<file path="src/rtl/mem_port_arbiter.sv">
// mem_port_arbiter
//   Shares one single-port, fixed-latency memory between the fetch stage
//   (read-only) and the MEM stage (loads and stores). It serves one access
//   at a time through ISSUE -> (WAIT) -> DONE. Store byte enables and the
//   replicated write lanes are built here. Load byte/half extraction and
//   sign extension stay in the MEM stage.
//
// Ports
//   clk, reset       clock (rising edge), synchronous active-low reset
//   if_req/if_addr   fetch request, held until if_ready
//   if_ready/if_rdata  one-cycle completion pulse, fetched word
//   d_req/d_we/d_addr/d_wdata/d_swhb  data request, held until d_ready
//   d_ready/d_rdata  one-cycle completion pulse, raw loaded word
//   mem_*            memory strobe, write enable, word address, lanes, rdata
//   busy             arbiter is not idle
//
// State table
//   IDLE  | arbitrate; latch the winning request
//   ISSUE | drive mem_en for exactly one cycle
//   WAIT  | count down MEM_LAT cycles, capture mem_rdata on the last one
//   DONE  | pulse the owner's ready, return to IDLE

module mem_port_arbiter #(
  parameter int ADDR_WIDTH = 32,
  parameter int DATA_WIDTH = 32,
  parameter int MEM_LAT    = 2,
  parameter int STARVE_MAX = 4
) (
  input  logic                  clk,
  input  logic                  reset,
  input  logic                  if_req,
  input  logic [ADDR_WIDTH-1:0] if_addr,
  output logic                  if_ready,
  output logic [DATA_WIDTH-1:0] if_rdata,
  input  logic                  d_req,
  input  logic                  d_we,
  input  logic [ADDR_WIDTH-1:0] d_addr,
  input  logic [DATA_WIDTH-1:0] d_wdata,
  input  logic [1:0]            d_swhb,
  output logic                  d_ready,
  output logic [DATA_WIDTH-1:0] d_rdata,
  output logic                  mem_en,
  output logic                  mem_we,
  output logic [ADDR_WIDTH-1:0] mem_addr,
  output logic [DATA_WIDTH-1:0] mem_wdata,
  output logic [3:0]            mem_be,
  input  logic [DATA_WIDTH-1:0] mem_rdata,
  output logic                  busy
);

  typedef enum logic [1:0] {
    IDLE  = 2'd0,
    ISSUE = 2'd1,
    WAIT  = 2'd2,
    DONE  = 2'd3
  } state_t;

  localparam logic [3:0] LAT_LOAD   = 4'(MEM_LAT);
  localparam logic [3:0] STARVE_LIM = 4'(STARVE_MAX);
  localparam logic       OWN_FETCH  = 1'b0;
  localparam logic       OWN_DATA   = 1'b1;

  state_t                state_q, state_d;
  logic [3:0]            cnt_q, cnt_d;
  logic [3:0]            streak_q, streak_d;
  logic                  owner_q, owner_d;
  logic                  we_q, we_d;
  logic                  mem_en_q, mem_en_d;
  logic                  mem_we_q, mem_we_d;
  logic [3:0]            mem_be_q, mem_be_d;
  logic [ADDR_WIDTH-1:0] mem_addr_q, mem_addr_d;
  logic [DATA_WIDTH-1:0] mem_wdata_q, mem_wdata_d;
  logic                  if_ready_q, if_ready_d;
  logic                  d_ready_q, d_ready_d;
  logic [DATA_WIDTH-1:0] if_rdata_q, if_rdata_d;
  logic [DATA_WIDTH-1:0] d_rdata_q, d_rdata_d;
  logic                  busy_q, busy_d;

  logic                  grant_data;
  logic                  grant_fetch;
  logic [3:0]            st_be;
  logic [DATA_WIDTH-1:0] st_wdata;

  // Fetches are always word aligned; the low address bits carry no meaning.
  logic                  if_addr_unused;
  assign if_addr_unused = ^if_addr[1:0];

  // Store lanes: the right-aligned store value is replicated across the
  // word so the enabled byte lanes always see the correct bits.
  always_comb begin
    st_be    = 4'b1111;
    st_wdata = d_wdata;
    case (d_swhb)
      2'b10: begin
        st_be    = d_addr[1] ? 4'b1100 : 4'b0011;
        st_wdata = {2{d_wdata[15:0]}};
      end
      2'b11: begin
        st_be    = 4'b0001 << d_addr[1:0];
        st_wdata = {4{d_wdata[7:0]}};
      end
      default: ;
    endcase
  end

  // Data wins unless fetch is also waiting and data has already taken
  // STARVE_MAX contended grants in a row.
  assign grant_data  = d_req && (!if_req || (streak_q < STARVE_LIM));
  assign grant_fetch = if_req && !grant_data;

  always_comb begin
    state_d     = state_q;
    cnt_d       = cnt_q;
    streak_d    = streak_q;
    owner_d     = owner_q;
    we_d        = we_q;
    mem_en_d    = 1'b0;
    mem_we_d    = 1'b0;
    mem_be_d    = 4'b0000;
    mem_addr_d  = mem_addr_q;
    mem_wdata_d = mem_wdata_q;
    if_ready_d  = 1'b0;
    d_ready_d   = 1'b0;
    if_rdata_d  = if_rdata_q;
    d_rdata_d   = d_rdata_q;

    case (state_q)
      IDLE: begin
        if (grant_data) begin
          owner_d    = OWN_DATA;
          we_d       = d_we;
          mem_en_d   = 1'b1;
          mem_we_d   = d_we;
          mem_addr_d = {d_addr[ADDR_WIDTH-1:2], 2'b00};
          if (d_we) begin
            mem_be_d    = st_be;
            mem_wdata_d = st_wdata;
          end else begin
            mem_be_d    = 4'b1111;
            mem_wdata_d = '0;
          end
          // Only contended grants count; the grant rule keeps this <= limit.
          if (if_req) begin
            streak_d = streak_q + 4'd1;
          end
          state_d = ISSUE;
        end else if (grant_fetch) begin
          owner_d     = OWN_FETCH;
          we_d        = 1'b0;
          mem_en_d    = 1'b1;
          mem_addr_d  = {if_addr[ADDR_WIDTH-1:2], 2'b00};
          mem_be_d    = 4'b1111;
          mem_wdata_d = '0;
          streak_d    = 4'd0;
          state_d     = ISSUE;
        end
      end

      ISSUE: begin
        if (we_q) begin
          // Posted write: nothing comes back, complete immediately.
          d_ready_d = 1'b1;
          state_d   = DONE;
        end else begin
          cnt_d   = LAT_LOAD;
          state_d = WAIT;
        end
      end

      WAIT: begin
        cnt_d = cnt_q - 4'd1;
        if (cnt_q <= 4'd1) begin
          if (owner_q == OWN_DATA) begin
            d_rdata_d = mem_rdata;
            d_ready_d = 1'b1;
          end else begin
            if_rdata_d = mem_rdata;
            if_ready_d = 1'b1;
          end
          state_d = DONE;
        end
      end

      DONE: begin
        state_d = IDLE;
      end

      default: begin
        state_d = IDLE;
      end
    endcase

    busy_d = (state_d != IDLE);
  end

  always_ff @(posedge clk) begin
    if (!reset) begin
      state_q     <= IDLE;
      cnt_q       <= 4'd0;
      streak_q    <= 4'd0;
      owner_q     <= OWN_FETCH;
      we_q        <= 1'b0;
      mem_en_q    <= 1'b0;
      mem_we_q    <= 1'b0;
      mem_be_q    <= 4'b0000;
      mem_addr_q  <= '0;
      mem_wdata_q <= '0;
      if_ready_q  <= 1'b0;
      d_ready_q   <= 1'b0;
      if_rdata_q  <= '0;
      d_rdata_q   <= '0;
      busy_q      <= 1'b0;
    end else begin
      state_q     <= state_d;
      cnt_q       <= cnt_d;
      streak_q    <= streak_d;
      owner_q     <= owner_d;
      we_q        <= we_d;
      mem_en_q    <= mem_en_d;
      mem_we_q    <= mem_we_d;
      mem_be_q    <= mem_be_d;
      mem_addr_q  <= mem_addr_d;
      mem_wdata_q <= mem_wdata_d;
      if_ready_q  <= if_ready_d;
      d_ready_q   <= d_ready_d;
      if_rdata_q  <= if_rdata_d;
      d_rdata_q   <= d_rdata_d;
      busy_q      <= busy_d;
    end
  end

  assign if_ready  = if_ready_q;
  assign if_rdata  = if_rdata_q;
  assign d_ready   = d_ready_q;
  assign d_rdata   = d_rdata_q;
  assign mem_en    = mem_en_q;
  assign mem_we    = mem_we_q;
  assign mem_be    = mem_be_q;
  assign mem_addr  = mem_addr_q;
  assign mem_wdata = mem_wdata_q;
  assign busy      = busy_q;

endmodule

</file>
<file path="config.mk">
export PLATFORM = sky130hd
export DESIGN_NAME = mem_port_arbiter
export DESIGN_NICKNAME = d
export VERILOG_FILES = /design/src/rtl/mem_port_arbiter.sv
export SDC_FILE = /design/constraint.sdc
export NUM_CORES = 1
export LEC_CHECK = 0
export CAP_MARGIN = 40
export CELL_PAD_IN_SITES_DETAIL_PLACEMENT = 2
export CELL_PAD_IN_SITES_GLOBAL_PLACEMENT = 2
export CORE_MARGIN = 2
export CORE_UTILIZATION = 25
export DETAILED_ROUTE_END_ITERATION = 10
export MAX_ROUTING_LAYER = met4
export PLACE_DENSITY_LB_ADDON = 0.1
export SETUP_SLACK_MARGIN = 0.2
export SLEW_MARGIN = 20
export SYNTH_ARGS = -nofsm -noshare
export SYNTH_HDL_FRONTEND = slang
export SYNTH_SLANG_ARGS = --single-unit
</file>
<file path="constraint.sdc">
create_clock -name clk -period 5.1 [get_ports clk]
set_input_delay 0.51 -clock clk [delete_from_list [all_inputs] [get_ports clk]]
set_output_delay 0.51 -clock clk [all_outputs]
set_load 0.03 [all_outputs]
</file>
==> metrics.yaml <==
p_per_area_nw_per_um2: 461
crit_arrival_ns: 2.69
dieArea_sq_um: 25100
synth_area_leader_cell: "dfxtp_1"
coreArea_sq_um: 23500
synthCells: 635
drv_cap: 0
grt-ovfl-total: 0
cp-end-kind: "register"
crit_path_start_kind: "register"
cts-root-buf: "clkbuf_16"
grt_antenna_before_repair: 0
die_w_um: 158
ys_seq_elements: 147
drt-pass1-iter-count: 4
status: "completed"
irDropWorstVdd_v: 0.000247
io_buffers: 267
vias_per_cell: 4.75
p_leak_nw: 3.92
path_clk_slew_ns: 0.07
gp_congestion: 0.745
num_vias: 5760
cp_slowest_cell: "or4b_2"
crit_fanout: 24
routed_wl_um: 22800
mostFrequentLayoutCells: "clkdlybuf4s50_1 (266), dfxtp_1 (147), nand2_1 (109)"
dp_slack_ns: 2.30
path_class: "reg -> reg"
holdCritPathClass: "reg -> reg"
routedWlPerCell_um: 18.8
post_cts_buffers: 0
worst_pin_slew_ns: 0.714
grt_util_all_layers_pct: 18.5
clock_tree.buffer_depth: 2
yosys_most_used_dff: "dfxtp_1"
synth.area.top_cells: "dfxtp_1 (49%), mux2i_1 (15%), nand2_1 (6.9%)"
diodes: 0
synth_edf_count: 0
power.total_mw: 4.39
maxSlewHeadroom_pct: 52.4
fin_skew_ns: 0.0166
grt_pass1_vias: 6582
ys_warn_count: 0
areaGrowthSynthToFinish_pct: 59.4
initial_core_util_pct: 25.4
nets: 1022
fin_ws_ns: 2.69
ys_seq_area_share_pct: 49.3
grt_pass1_wl_um: 35100
rows: 56
ys_async_sr_fraction_pct: 0
final.period_utilization_pct: 47.3
slew_violations: 0
final_antenna_net_count: 0
rsz0062_at_grt: "no"
cts-htree-levels: 4
cts-resized-gates: 0
placed_cells: 1180
dpl_cell_area_sq_um: 8890
synth.cell_area_sq_um: 5970
grt_start_max_net_pins: 87
ios: 272
max_stage_delay_ns: 0.84
layout_min_cycle_time_ns: 2.41
drt-initial-drc-count: 175
clkSinkCount: 147
layout_commonest_cell: "clkdlybuf4s50_1"
synth_top_area_share_pct: 49.3
avgSynthCellArea_sq_um: 9.39
crit_chain: "inv_1, ha_1, nand2b_2, or4b_2, buf_4, mux2i_1"
synth.distinct_cells: 43
cts_inserted_buffers: 17
cts_tree: "done"
fmax_mhz: 415
die_h_um: 158
final_cells: 1213
dp_hpwl_um: 16300
clock_latency_ns: 0.42
drc: 0
finalSetupViolCount: 0
tns_ns: 0
final_cell_area_sq_um: 9510
ctsHoldBuffers: 0
worst_ep_required_time_ns: 5.37
drive_above_1_share_pct: 6.04
hold_violations: 0
## critical path, delay by kind of cell, from the launching register on
kind,cells,cell delay [ns]
buffers and inverters,2,0.47
muxes,1,0.18
and+or+nand+nor,2,0.96
DFF,1,0.33
adders and majority gates,1,0.33
## kinds of logic after synthesis
kind of cell             Yosys count  synth area share [%]
AO/OA/AOI/OAI                    186                  18.9
adder cells (fa/ha/maj)            6                  1.26
buffers and inverters             63                  5.56
flip-flops                       147                  49.3
multiplexers                      88                  14.8
other                              1                0.0629
AND/OR/NAND/NOR                  144                  10.1
## layer usage
metal	global-route usage [%]	wire length, um	vias to the layer above	part of all wire, %
met5	-	0	-	0
met4	4.46	257	0	1.1
met3	6.64	1790	13	7.8
met2	32.7	11400	173	50
met1	19.8	9370	2844	41
li1	-	-	2730	-
## per-stage QoR
step                util [%]  hold WS (ns)
floorplan                  -         0.440
global placement        37.5         0.444
detailed placement      37.9         0.455
CTS                     40.4         0.468
global route            40.5         0.484
finish                  40.5         0.459
## layout make-up
class / count / area [sq um]
multi-input cells: 426 / 2710
inverters: 9 / 33.8
flip-flops and latches: 147 / 2940
fillers: 2523 / 14000
repair buffers: 280 / 2840
well taps: 319 / 399
clock inverters: 13 / 148
clock buffers: 19 / 443
## cells in the mapped netlist, drive strengths merged, types with 2 or more instances
cell     number
a21oi        48
a22o         16
a31oi        31
and3          2
buf          17
clkbuf       37
clkinv        2
dfxtp       147
ha            6
inv           7
mux2i        88
nand2       109
nand2b        4
nand3         2
nand3b        2
nand4         2
nor2         15
nor3          2
o21a          2
o21ai        64
o2bb2ai      16
or4           2
## sequential cells by signal, indices dropped and copies added (netlist names)
signal     flops
d_rdata       32
if_rdata      32
mem_wdata     32
mem_addr      30
cnt_q          4
mem_be         4
streak_q       4
state_q        2
busy           1
d_ready        1
if_ready       1
mem_en         1
mem_we         1
owner_q        1
we_q           1
## power by group
group / leakage [nW] / total (mW) / switching [mW] / internal, mW
registers: 1.20 / 1.48 / 0.115 / 1.36
clock network: 0.283 / 1.28 / 0.538 / 0.744
logic: 2.44 / 1.63 / 0.956 / 0.674
total: 3.92 / 4.39 / 1.61 / 2.78
## worst paths after layout
check,start,to,slack (ns),cells past startpoint
setup / recovery,state_q[0]$_SDFF_PN0_,d_rdata[0]$_SDFFE_PN0P_,2.69,6
hold / removal,if_rdata[5]$_SDFFE_PN0P_,if_rdata[5]$_SDFFE_PN0P_,0.46,2
setup reg to reg,state_q[0]$_SDFF_PN0_,d_rdata[0]$_SDFFE_PN0P_,2.69,6
hold reg to reg,if_rdata[5]$_SDFFE_PN0P_,if_rdata[5]$_SDFFE_PN0P_,0.46,2
Power figures use the tool's default switching activity.
